[src/rtl/lss_pkg.sv]
// Shared definitions for the logic/shift sequencer.
// Op codes, FSM encoding and default widths.
package lss_pkg;

  localparam int DEF_WIDTH   = 32;
  localparam int DEF_SHAMT_W = 5;

  localparam logic [2:0] OP_AND  = 3'b000;
  localparam logic [2:0] OP_OR   = 3'b001;
  localparam logic [2:0] OP_XOR  = 3'b010;
  localparam logic [2:0] OP_NOR  = 3'b011;
  localparam logic [2:0] OP_SLL  = 3'b100;
  localparam logic [2:0] OP_SRL  = 3'b101;
  localparam logic [2:0] OP_SRA  = 3'b110;
  localparam logic [2:0] OP_RSVD = 3'b111;

  typedef enum logic [1:0] {
    S_IDLE  = 2'd0,
    S_SHIFT = 2'd1,
    S_DONE  = 2'd2
  } state_t;

endpackage

[src/rtl/logic_shift_sequencer_logic_unit.sv]
// Single-cycle bitwise unit.
// fn selects AND / OR / XOR / NOR.
module logic_unit
  import lss_pkg::*;
#(
  parameter int WIDTH = DEF_WIDTH
) (
  input  logic [WIDTH-1:0] a,
  input  logic [WIDTH-1:0] b,
  input  logic [1:0]       fn,
  output logic [WIDTH-1:0] y
);

  // Bitwise function select
  always_comb begin
    y = '0;
    unique case (fn)
      OP_AND[1:0]: y = a & b;
      OP_OR[1:0]:  y = a | b;
      OP_XOR[1:0]: y = a ^ b;
      OP_NOR[1:0]: y = ~(a | b);
      default:     y = '0;
    endcase
  end

endmodule

[src/rtl/logic_shift_sequencer.sv]
// Logic/shift controller: bitwise ops in one cycle,
// shifts iterated one bit per cycle.
module logic_shift_sequencer
  import lss_pkg::*;
#(
  parameter int WIDTH   = DEF_WIDTH,
  parameter int SHAMT_W = DEF_SHAMT_W
) (
  input  logic             clk,
  input  logic             rst,
  input  logic             req_valid,
  output logic             req_ready,
  input  logic [2:0]       op,
  input  logic [WIDTH-1:0] a,
  input  logic [WIDTH-1:0] b,
  output logic             res_valid,
  input  logic             res_ready,
  output logic [WIDTH-1:0] result,
  output logic             busy
);

  state_t state, state_nxt;

  logic [WIDTH-1:0]   acc;
  logic [WIDTH-1:0]   acc_nxt;
  logic [SHAMT_W-1:0] cnt;
  logic [2:0]         op_q;
  logic [WIDTH-1:0]   lu_y;
  logic [WIDTH-1:0]   lu_res;
  logic [SHAMT_W-1:0] shamt;

  logic accept;
  logic is_rsvd;
  logic is_shift;
  logic one_cyc;
  logic long_sh;
  logic last;

  logic_unit #(
    .WIDTH(WIDTH)
  ) u_lu (
    .a  (a),
    .b  (b),
    .fn (op[1:0]),
    .y  (lu_y)
  );

  assign shamt    = b[SHAMT_W-1:0];
  assign accept   = (state == S_IDLE) && req_valid;
  assign is_rsvd  = (op == OP_RSVD);
  assign is_shift = op[2] && !is_rsvd;
  assign long_sh  = is_shift && (shamt != '0);
  assign one_cyc  = !long_sh;
  assign lu_res   = is_rsvd ? '0 : lu_y;
  assign last     = (cnt == SHAMT_W'(1));

  // One-bit shift step in the latched direction
  always_comb begin
    acc_nxt = acc;
    unique case (op_q)
      OP_SLL:  acc_nxt = {acc[WIDTH-2:0], 1'b0};
      OP_SRL:  acc_nxt = {1'b0, acc[WIDTH-1:1]};
      OP_SRA:  acc_nxt = {acc[WIDTH-1], acc[WIDTH-1:1]};
      default: acc_nxt = acc;
    endcase
  end

  // State register
  always_ff @(posedge clk) begin
    if (rst) state <= S_IDLE;
    else     state <= state_nxt;
  end

  // Next-state logic
  always_comb begin
    state_nxt = state;
    unique case (state)
      S_IDLE: begin
        if (req_valid)
          state_nxt = one_cyc ? S_DONE : S_SHIFT;
      end
      S_SHIFT: begin
        if (last) state_nxt = S_DONE;
      end
      S_DONE: begin
        if (res_ready) state_nxt = S_IDLE;
      end
      default: state_nxt = S_IDLE;
    endcase
  end

  // Handshake outputs decoded from state
  always_comb begin
    req_ready = (state == S_IDLE);
    res_valid = (state == S_DONE);
    busy      = (state != S_IDLE);
  end

  // Datapath: operand capture, shift iteration, result write
  always_ff @(posedge clk) begin
    if (rst) begin
      result <= '0;
      acc    <= '0;
      cnt    <= '0;
      op_q   <= OP_AND;
    end else if (accept) begin
      unique case (1'b1)
        !is_shift: result <= lu_res;
        is_shift && !long_sh: result <= a;
        long_sh: begin
          acc  <= a;
          cnt  <= shamt;
          op_q <= op;
        end
        default: result <= result;
      endcase
    end else if (state == S_SHIFT) begin
      acc <= acc_nxt;
      cnt <= cnt - SHAMT_W'(1);
      if (last) result <= acc_nxt;
    end
  end

endmodule
[config.mk]
export PLATFORM = sky130hd
export DESIGN_NAME = logic_shift_sequencer
export DESIGN_NICKNAME = d
export VERILOG_FILES = /design/src/rtl/lss_pkg.sv /design/src/rtl/logic_shift_sequencer_logic_unit.sv /design/src/rtl/logic_shift_sequencer.sv
export SDC_FILE = /design/constraint.sdc
export NUM_CORES = 1
export LEC_CHECK = 0
export CAP_MARGIN = 15
export CORE_AREA = 2 2 108 110
export CTS_CLUSTER_SIZE = 25
export DETAILED_ROUTE_END_ITERATION = 8
export DIE_AREA = 0 0 110 112
export PLACE_DENSITY = 0.82
export SLEW_MARGIN = 40
export SYNTH_ARGS = -nofsm -noshare
export SYNTH_HDL_FRONTEND = slang
export SYNTH_SLANG_ARGS = --single-unit
[constraint.sdc]
create_clock -name clk -period 4 [get_ports clk]
set_input_delay 1 -clock clk [delete_from_list [all_inputs] [get_ports clk]]
set_output_delay 1 -clock clk [all_outputs]
set_load 0.1 [all_outputs]
==> results of run 1 <==
how the worst min path moves through the flow:
stage / cells after the start / startpoint / to
after floorplan: 2 / acc[0]$_SDFFE_PP0P_ / acc[0]$_SDFFE_PP0P_
after global placement: 2 / cnt[1]$_SDFFE_PP0P_ / cnt[1]$_SDFFE_PP0P_
after detailed placement: 2 / cnt[1]$_SDFFE_PP0P_ / cnt[1]$_SDFFE_PP0P_
after CTS: 2 / cnt[1]$_SDFFE_PP0P_ / cnt[1]$_SDFFE_PP0P_
after global routing: 2 / cnt[4]$_SDFFE_PP0P_ / cnt[4]$_SDFFE_PP0P_
final: 2 / cnt[1]$_SDFFE_PP0P_ / cnt[1]$_SDFFE_PP0P_
per-stage QoR:
step	util	instance area, µm²
4_1_cts	0.6452	7209
2_1_floorplan	-	6033
6_report	0.6457	7216
5_1_grt	0.6457	7216
3_5_place_dp	0.6210	6939
3_3_place_gp	0.6343	7088
flip-flops by register name (all words and copies together), names as in the netlist:
register,flops
acc,32
state,2
op_q,3
result,32
cnt,5
Yosys cell counts, types with 2 or more instances:
library cell / count
a2111oi_0: 7
a211o_1: 2
a211oi_1: 115
a211oi_2: 6
a21oi_1: 84
a221oi_1: 6
a311oi_1: 3
a31o_2: 2
buf_1: 6
buf_2: 11
buf_4: 7
clkbuf_1: 47
dfxtp_1: 74
ha_1: 66
inv_1: 70
mux2i_1: 8
nand2_1: 10
nand2b_1: 3
nor2_1: 82
nor2b_1: 35
nor3_1: 43
nor3b_1: 2
o211ai_1: 3
o21ai_0: 56
o21bai_1: 2
o22ai_1: 30
power by group:
group | total [µW] | leakage [µW] | switching (µW) | internal, µW
logic | 1040 | 0.00227 | 715 | 326
clock network | 747 | 0.000134 | 316 | 431
registers | 900 | 0.000609 | 80.5 | 819
kinds of logic (layout without fill, tap and decap cells):
family	count (synthesis)	in the layout	synth area share
adder cells (fa/ha/maj)	66	66	0.1369
AND/OR/NAND/NOR	184	184	0.1497
XOR/XNOR	1	1	0.001452
buffers and inverters	142	206	0.09622
flip-flops	74	74	0.2455
AO/OA/AOI/OAI	326	326	0.3550
multiplexers	9	9	0.01514
cell type report:
class | count | area, µm²
clock buffers | 10 | 239.0
clock inverters | 5 | 31.28
fillers | 992 | 3959
inverters | 70 | 262.8
multi-input cells | 586 | 4009
flip-flops and latches | 74 | 1481
well taps | 143 | 178.9
repair buffers | 121 | 1013
routing by layer:
| metal | part of all wire | vias up | GRT usage |
|---|---|---|---|
| li1 | - | 3049 | - |
| met1 | 0.41 | 2970 | 0.3424 |
| met2 | 0.50 | 226 | 0.4634 |
| met3 | 0.056 | 37 | 0.03747 |
| met4 | 0.031 | 0 | 0.1198 |
| met5 | 0 | - | 0 |
worst max-delay path, cell delays in order:
cell	delay, ps
clkdlybuf4s50_1	500
or4_4	610
nor3b_1	260
o21ba_2	440
buf_12	250
nor2_1	70
a211oi_1	230
layout by cell type (no fill, tap or decap), types with 2 or more instances in the layout:
master,count
a211oi_1,115
a21oi_1,84
a211o_1,2
o211ai_1,3
inv_1,70
a31o_2,2
a221oi_1,6
nand2b_1,3
a311oi_1,3
clkbuf_16,9
ha_1,66
clkdlybuf4s50_1,67
buf_2,35
nor2b_1,34
a211oi_2,6
o22ai_1,30
mux2i_1,8
dfxtp_1,74
buf_12,2
buf_4,17
nor3_1,43
nor2_1,82
a2111oi_0,7
o21ai_0,56
nor3b_1,2
clkinv_2,3
nand2_1,10
==> impl_metrics.csv, run 1 <==
group,metric,value,unit
timing,hold_viol,0,
floorplan,die_h,112,µm
worst_setup_path,crit_required,4240,ps
global_routing,grt_pass1_wl,27520,µm
synthesis,postSynthCellCount,802,
pwr,p_leak,0.003008,µW
layout,instances_no_fill,1009,
timing,fin_skew,5.403,ps
clock_network,cts.htree.levels,3,
synthesis,synth_ff_type,"dfxtp_1",
detailed_routing,drt-pass1-iter-count,5,
detailed_routing,drc_errors,0,
synthesis,yosys_warnings,0,
synthesis,synth_seq_cells,74,
timing,slew_headroom,0.5168,
timing,slew_viol_final,0,
layout,antennaDiodeCount,0,
worst_setup_path,crit_path_end,"result[6]$_SDFFE_PP0P_",
floorplan,initial_core_util,0.5399,
placement,dp_slack,549.5,ps
timing,setup_violations,0,
worst_setup_path,crit_type,"in2reg",
clock_network,clock_latency,330,ps
detailed_routing,viasPerCell,6.226,
pwr,p_total,2686,µW
clock_network,cts_buffers,9,
worst_setup_path,startpoint_type,"input port",
global_routing,overflow,0,
worst_setup_path,startpoint,"b[0]",
clock_network,cts_resized,0,
floorplan,io_pins,106,
floorplan,die_width,110,µm
clock_network,ctsHoldBuffers,0,
global_routing,grt_usage,0.2741,
timing,post-route-period-util,0.7838,
timing,tns,0,ps
clock_network,cts_tree,"yes",
worst_setup_path,reg2reg_slack,1580,ps
global_routing,grt_pass1_vias,5864,
floorplan,rows,39,
synthesis,synth_top_area_share,0.2455,
timing,fin_crit,3135,ps
worst_setup_path,reg2reg_to,"result[26]$_SDFFE_PP0P_",
worst_setup_path,r2r_cells,6,
timing,worstMarginPinSlew,723.4,ps
synthesis,postSynthAreaPerCell,7.523,µm²
synthesis,syn-num-nets,939,
flow_run,drv_cap,0,
synthesis,yosysTopAreaCell,"dfxtp_1",
layout,drive_gt1_frac,0.1062,
worst_setup_path,r2r-start,"state[0]$_SDFFE_PP0P_",
timing,timing.final.ws_setup,864.9,ps
synthesis,seq_area_frac_synth,0.2455,
layout,nNetsFinal,999,
detailed_routing,drt-initial-drc-count,411,
clock_network,cts_sinks,74,
floorplan,die_area,12320,µm²
timing,max_freq,319.0,MHz
detailed_routing,wl,16780,µm
clock_network,clockBufferDepth,2,
detailed_routing,via_count,6282,
placement,dpl.cell_count,994,
clock_network,cts_setup_buffers,0,
clock_network,cts-root-buf,"clkbuf_16",
synthesis,synth-edff-count,0,
pwr,ir_worst_vdd,0.2711,mV
detailed_routing,antenna_left,0,
status,status,"finished, final reports clean",
min_path,hold_path_class,"reg2reg",
global_routing,antenna_found_initial,0,
synthesis,synth_area_leaders,"dfxtp_1, a211oi_1, ha_1",
worst_setup_path,endpoint_kind,"flop",
timing,rsz0062_at_grt,"no",
synthesis,syn-cell-area,6033,µm²
layout,area_delta_synth_final,19.60,%
global_routing,grt_max_degree,65,
placement,port_buffers,105,
floorplan,core_area,11170,µm²
worst_setup_path,worstPathArrival,3370,ps
placement,hpwl,11610,µm
detailed_routing,post_drt_wl_per_cell,16.63,µm
worst_setup_path,critical_path.max_fanout,34,
synthesis,ys_async_sr_fraction,0,
pwr,cellPowerDensity,372.3,nW/µm²
clock_network,clkTransAtPathRegs,60,ps
synthesis,synth.distinct_cells,48,
timing,hold_slack,471.8,ps
placement,gp_congestion,0.8823,
Note: power is estimated with default switching activity, not from simulation.
==> run 2, diff against run 1 <==
- CORE_AREA: 2 2 108 110 -> 2 2 109 111
- DIE_AREA: 0 0 110 112 -> 0 0 111 113
- PLACE_DENSITY: 0.82 -> 0.8
- clock period: 4 -> 3.1 ns (I/O delays scaled with it)
==> run 2 against run 1 <==
Net effect: final area is 4.1% higher; sequential power increased by 29%; worst setup slack worse by 580 ps; die area increased by 1.8%; critical path depth did not move.
==> impl_metrics.csv, run 2 (synthesis gave the netlist of run 1 again) <==
group,metric,value,unit
detailed_routing,antenna_left,0,
floorplan,rows,39,
clock_network,ctsHoldBuffers,0,
clock_network,cts.htree.levels,3,
layout,multi_input_area,4000,µm²
pwr,ir_worst_vdd,0.2950,mV
clock_network,cts_tree,"yes",
timing,fin_crit,2813,ps
detailed_routing,via_count,6347,
timing,slew_viol_final,0,
layout,final_cell_mix,"a211oi_1, a21oi_1, nor2_1",
timing,setup_violations,0,
detailed_routing,drt-initial-drc-count,492,
clock_network,clockBufferDepth,2,
placement,gp_congestion,0.8973,
pwr,p_total,3688,µW
layout,area_delta_synth_final,24.51,%
clock_network,cts_buffers,9,
flow_run,drv_cap,0,
layout,num-fill-cells,914,
placement,dpl.cell_count,1015,
worst_setup_path,crit_required,3300,ps
worst_setup_path,critical_path.max_fanout,5,
global_routing,grt_max_degree,66,
global_routing,overflow,0,
worst_setup_path,crit_type,"in2reg",
worst_setup_path,crit_family,"simple AND/OR/NAND/NOR gates",
layout,drive_gt1_frac,0.1284,
pwr,p_leak,0.003135,µW
floorplan,io_pins,106,
timing,worstMarginPinSlew,718.0,ps
timing,tns,0,ps
timing,timing.final.ws_setup,287.3,ps
pwr,cellPowerDensity,491.0,nW/µm²
detailed_routing,viasPerCell,6.156,
min_path,hold_path_class,"reg2reg",
layout,seq_area,1481,µm²
placement,hpwl,11850,µm
floorplan,die_width,111,µm
floorplan,die_h,113,µm
layout,nNetsFinal,1020,
floorplan,core_area,11270,µm²
clock_network,clock_latency,340,ps
clock_network,cts_setup_buffers,0,
global_routing,antenna_found_initial,0,
layout,antennaDiodeCount,0,
timing,hold_slack,468.9,ps
layout,top_regs,"acc x32, result x32, cnt x5",
detailed_routing,drc_errors,0,
clock_network,cts-root-buf,"clkbuf_16",
global_routing,grt_pass1_wl,28970,µm
worst_setup_path,path_buf_inv,2,
detailed_routing,wl,17090,µm
floorplan,initial_core_util,0.5352,
worst_setup_path,slowest_delay,590,ps
timing,slew_headroom,0.5213,
timing,post-route-period-util,0.9073,
detailed_routing,post_drt_wl_per_cell,16.57,µm
status,status,"finished, final reports clean",
timing,rsz0062_at_grt,"no",
timing,hold_viol,0,
floorplan,die_area,12540,µm²
clock_network,clkTransAtPathRegs,60,ps
worst_setup_path,worstPathArrival,3010,ps
global_routing,grt_pass1_vias,6161,
worst_setup_path,reg2reg_slack,840,ps
worst_setup_path,cpMaxStageDelayCell,"or4_4",
worst_setup_path,startpoint_type,"input port",
layout,final_common_cell,"a211oi_1",
timing,fin_skew,6.293,ps
layout,instances_no_fill,1031,
clock_network,cts_resized,0,
placement,dp_slack,-21.81,ps
worst_setup_path,endpoint_kind,"flop",
worst_setup_path,path_cells,"clkdlybuf4s50_1, or4_4, nor3b_1, o21bai_1, buf_4, a2111oi_0, nor3_1",
clock_network,cts_sinks,74,
timing,max_freq,355.5,MHz
global_routing,grt_usage,0.2746,
detailed_routing,drt-pass1-iter-count,5,
placement,port_buffers,105,
==> run 2: cell count changes in the layout (fill, tap and decap cells not counted), sizes merged <==
cell,delta
buf,+21
clkinv,-4
clkbuf,+3
bufinv,+1
clkinvlp,+1
==> run 2: worst reg2reg max path: cells and delay by family (launching register included) <==
family | cells | cell delay [ps]
flops | 1 | 700
compound gates | 3 | 850
simple gates | 2 | 370
buf+inv | 1 | 190
==> run 2: through the flow <==
step,cell area [µm²],util
5_1_grt,7512,0.6664
3_5_place_dp,7181,0.6370
4_1_cts,7506,0.6659
3_3_place_gp,7181,0.6370
2_1_floorplan,6036,-
6_report,7512,0.6664
==> run 2: worst paths after layout <==
path | startpoint | end | depth (start not counted)
hold / removal | result[0]$_SDFFE_PP0P_ | result[0]$_SDFFE_PP0P_ | 2
hold reg to reg | result[0]$_SDFFE_PP0P_ | result[0]$_SDFFE_PP0P_ | 2
setup reg to reg | op_q[2]$_SDFFE_PP0P_ | result[1]$_SDFFE_PP0P_ | 6
setup / recovery | b[2] | result[3]$_SDFFE_PP0P_ | 7
==> run 2: area by class of cell <==
cell class | count | share of cell area
clock buffers | 13 | 0.03731
flip-flops and latches | 74 | 0.1972
clock inverters | 3 | 0.005996
multi-input cells | 586 | 0.5325
inverters | 70 | 0.03498
repair buffers | 142 | 0.1682
well taps | 143 | 0.02382
==> run 2: power breakdown <==
| group | internal, µW | switching [µW] |
|---|---|---|
| registers | 1060 | 107 |
| clock network | 712 | 423 |
| logic | 470 | 921 |
==> run 2: routing by layer <==
metal,vias up,GRT usage,share of wire
li1,3076,-,-
met1,2983,0.3265,0.42
met2,248,0.4896,0.50
met3,40,0.05303,0.066
met4,0,0.1092,0.022
met5,-,0,0
==> run 3, diff against run 2 <==
- CORE_AREA: 2 2 109 111 -> 2 2 119 121
- DIE_AREA: 0 0 111 113 -> 0 0 121 123
- PLACE_DENSITY: 0.8 -> 0.69
==> run 3 against run 2 <==
Net effect: combinational power is essentially flat; global-route usage shrank 4.2 points; final cell count grew 3.1%; critical path depth shrank 1.
==> impl_metrics.csv, run 3 (synthesis gave the netlist of run 1 again) <==
group,metric,value,unit
timing,rsz0062_at_grt,"no",
clock_network,cts_tree,"yes",
worst_setup_path,endpoint_kind,"flop",
layout,final_cell_mix,"a211oi_1, a21oi_1, nor2_1",
global_routing,grt_pass1_wl,28030,µm
pwr,ir_worst_vdd,0.2855,mV
layout,instances_no_fill,1063,
layout,nNetsFinal,1015,
worst_setup_path,startpoint,"b[0]",
layout,multi_input_area,3994,µm²
worst_setup_path,path_buf_inv,1,
worst_setup_path,crit_path_end,"result[0]$_SDFFE_PP0P_",
floorplan,die_width,121,µm
clock_network,cts_setup_buffers,0,
layout,seq_area,1481,µm²
worst_setup_path,crit_family,"simple AND/OR/NAND/NOR gates",
worst_setup_path,cpMaxStageDelayCell,"o311ai_0",
timing,fin_skew,6.712,ps
layout,antennaDiodeCount,0,
timing,worstMarginPinSlew,814.4,ps
timing,setup_violations,0,
pwr,cellPowerDensity,471.2,nW/µm²
clock_network,cts_sinks,74,
worst_setup_path,reg2reg_to,"result[27]$_SDFFE_PP0P_",
timing,slew_viol_final,0,
clock_network,cts_buffers,9,
detailed_routing,drc_errors,0,
timing,fin_crit,2897,ps
layout,utilization,0.5486,
pwr,p_leak,0.003097,µW
worst_setup_path,crit_type,"in2reg",
floorplan,die_area,14880,µm²
detailed_routing,post_drt_wl_per_cell,16.37,µm
clock_network,clockBufferDepth,2,
placement,dpl.cell_count,1047,
detailed_routing,via_count,6244,
layout,num-fill-cells,1325,
status,status,"finished, final reports clean",
clock_network,cts.htree.levels,3,
worst_setup_path,crit_required,3290,ps
clock_network,clkTransAtPathRegs,60,ps
layout,final_common_cell,"a211oi_1",
detailed_routing,viasPerCell,5.874,
floorplan,initial_core_util,0.4432,
clock_network,cts_resized,0,
layout,top_regs,"acc x32, result x32, cnt x5",
clock_network,cts-root-buf,"clkbuf_16",
placement,gp_congestion,0.8536,
timing,tns,0,ps
clock_network,ctsHoldBuffers,0,
timing,slew_headroom,0.4559,
clock_network,clock_latency,340,ps
timing,max_freq,345.2,MHz
worst_setup_path,path_cells,"clkdlybuf4s50_1, or4_4, nor3_2, nor3_1, o311ai_0, a21oi_1",
floorplan,core_area,13610,µm²
worst_setup_path,startpoint_type,"input port",
global_routing,grt_usage,0.2327,
worst_setup_path,r2r_cells,6,
detailed_routing,antenna_left,0,
global_routing,grt_max_degree,60,
layout,area_delta_synth_final,23.77,%
floorplan,die_h,123,µm
global_routing,grt_pass1_vias,5879,
global_routing,overflow,0,
global_routing,antenna_found_initial,0,
min_path,hold_path_class,"reg2reg",
timing,post-route-period-util,0.9345,
floorplan,rows,43,
worst_setup_path,critical_path.max_fanout,5,
floorplan,io_pins,106,
timing,hold_viol,0,
flow_run,drv_cap,0,
detailed_routing,drt-pass1-iter-count,4,
layout,drive_gt1_frac,0.1200,
worst_setup_path,slowest_delay,600,ps
worst_setup_path,reg2reg_slack,920,ps
worst_setup_path,r2r-start,"op_q[0]$_SDFFE_PP0P_",
placement,hpwl,12250,µm
detailed_routing,drt-initial-drc-count,439,
placement,port_buffers,105,
worst_setup_path,worstPathArrival,3090,ps
detailed_routing,wl,17400,µm
worst_setup_path,cp.depth,6,
[run 3: cell types whose count changed in the layout (fill, tap and decap cells not counted), sizes merged]
cell / before / now
buf: 75 / 70
bufinv: 1 / 0
clkinv: 0 / 3
clkinvlp: 2 / 0
[run 3: worst reg2reg max path: cells and delay by family, from the launching register on]
family          cells  cell delay (ps)
buf+inv             1              310
xor+xnor            1              610
flops               1              480
compound gates      4              700
[run 3: worst min path at each step]
stage,from,to,cells after the start,slack (ps)
finish,cnt[1]$_SDFFE_PP0P_,cnt[1]$_SDFFE_PP0P_,2,480
global route,cnt[1]$_SDFFE_PP0P_,cnt[1]$_SDFFE_PP0P_,2,500
floorplan,acc[0]$_SDFFE_PP0P_,acc[0]$_SDFFE_PP0P_,2,440
detailed placement,cnt[1]$_SDFFE_PP0P_,cnt[1]$_SDFFE_PP0P_,2,470
global placement,cnt[1]$_SDFFE_PP0P_,cnt[1]$_SDFFE_PP0P_,2,460
CTS,cnt[1]$_SDFFE_PP0P_,cnt[1]$_SDFFE_PP0P_,2,470
[run 3: where the power goes]
| part | internal [µW] | leakage (µW) | switching [µW] |
|---|---|---|---|
| logic | 469 | 0.00235 | 923 |
| clock network | 560 | 0.000133 | 402 |
| registers | 1060 | 0.000609 | 107 |
| total | 2090 | 0.00310 | 1430 |
[run 3: area by class of cell]
cell class	count	share of cell area
Timing Repair Buffer	137	0.1659
Multi-Input combinational cell	586	0.5349
Tap cell	180	0.03016
Clock inverter	3	0.002011
Clock buffer	13	0.03351
Sequential cell	74	0.1984
Inverter	70	0.03519
[run 3: layer usage]
| layer | global-route usage | wire length (µm) | vias up |
|---|---|---|---|
| met5 | 0 | 0 | - |
| met4 | 0.09448 | 320 | 0 |
| met3 | 0.02352 | 753 | 24 |
| met2 | 0.4263 | 8848 | 175 |
| met1 | 0.2779 | 7476 | 2963 |
| li1 | - | - | 3082 |
[run 3: per-stage QoR]
step | setup WS, ps | instance area [µm²] | total power, µW | hold slack, ps
floorplan | 273.4 | 6036 | 2152 | 444.7
global placement | 58.02 | 7202 | 2530 | 457.2
detailed placement | -10.89 | 7202 | 2563 | 465.9
CTS | 277.2 | 7467 | 3528 | 471.8
global route | 170.1 | 7467 | 3693 | 495.3
finish | 203.0 | 7467 | 3519 | 475.1
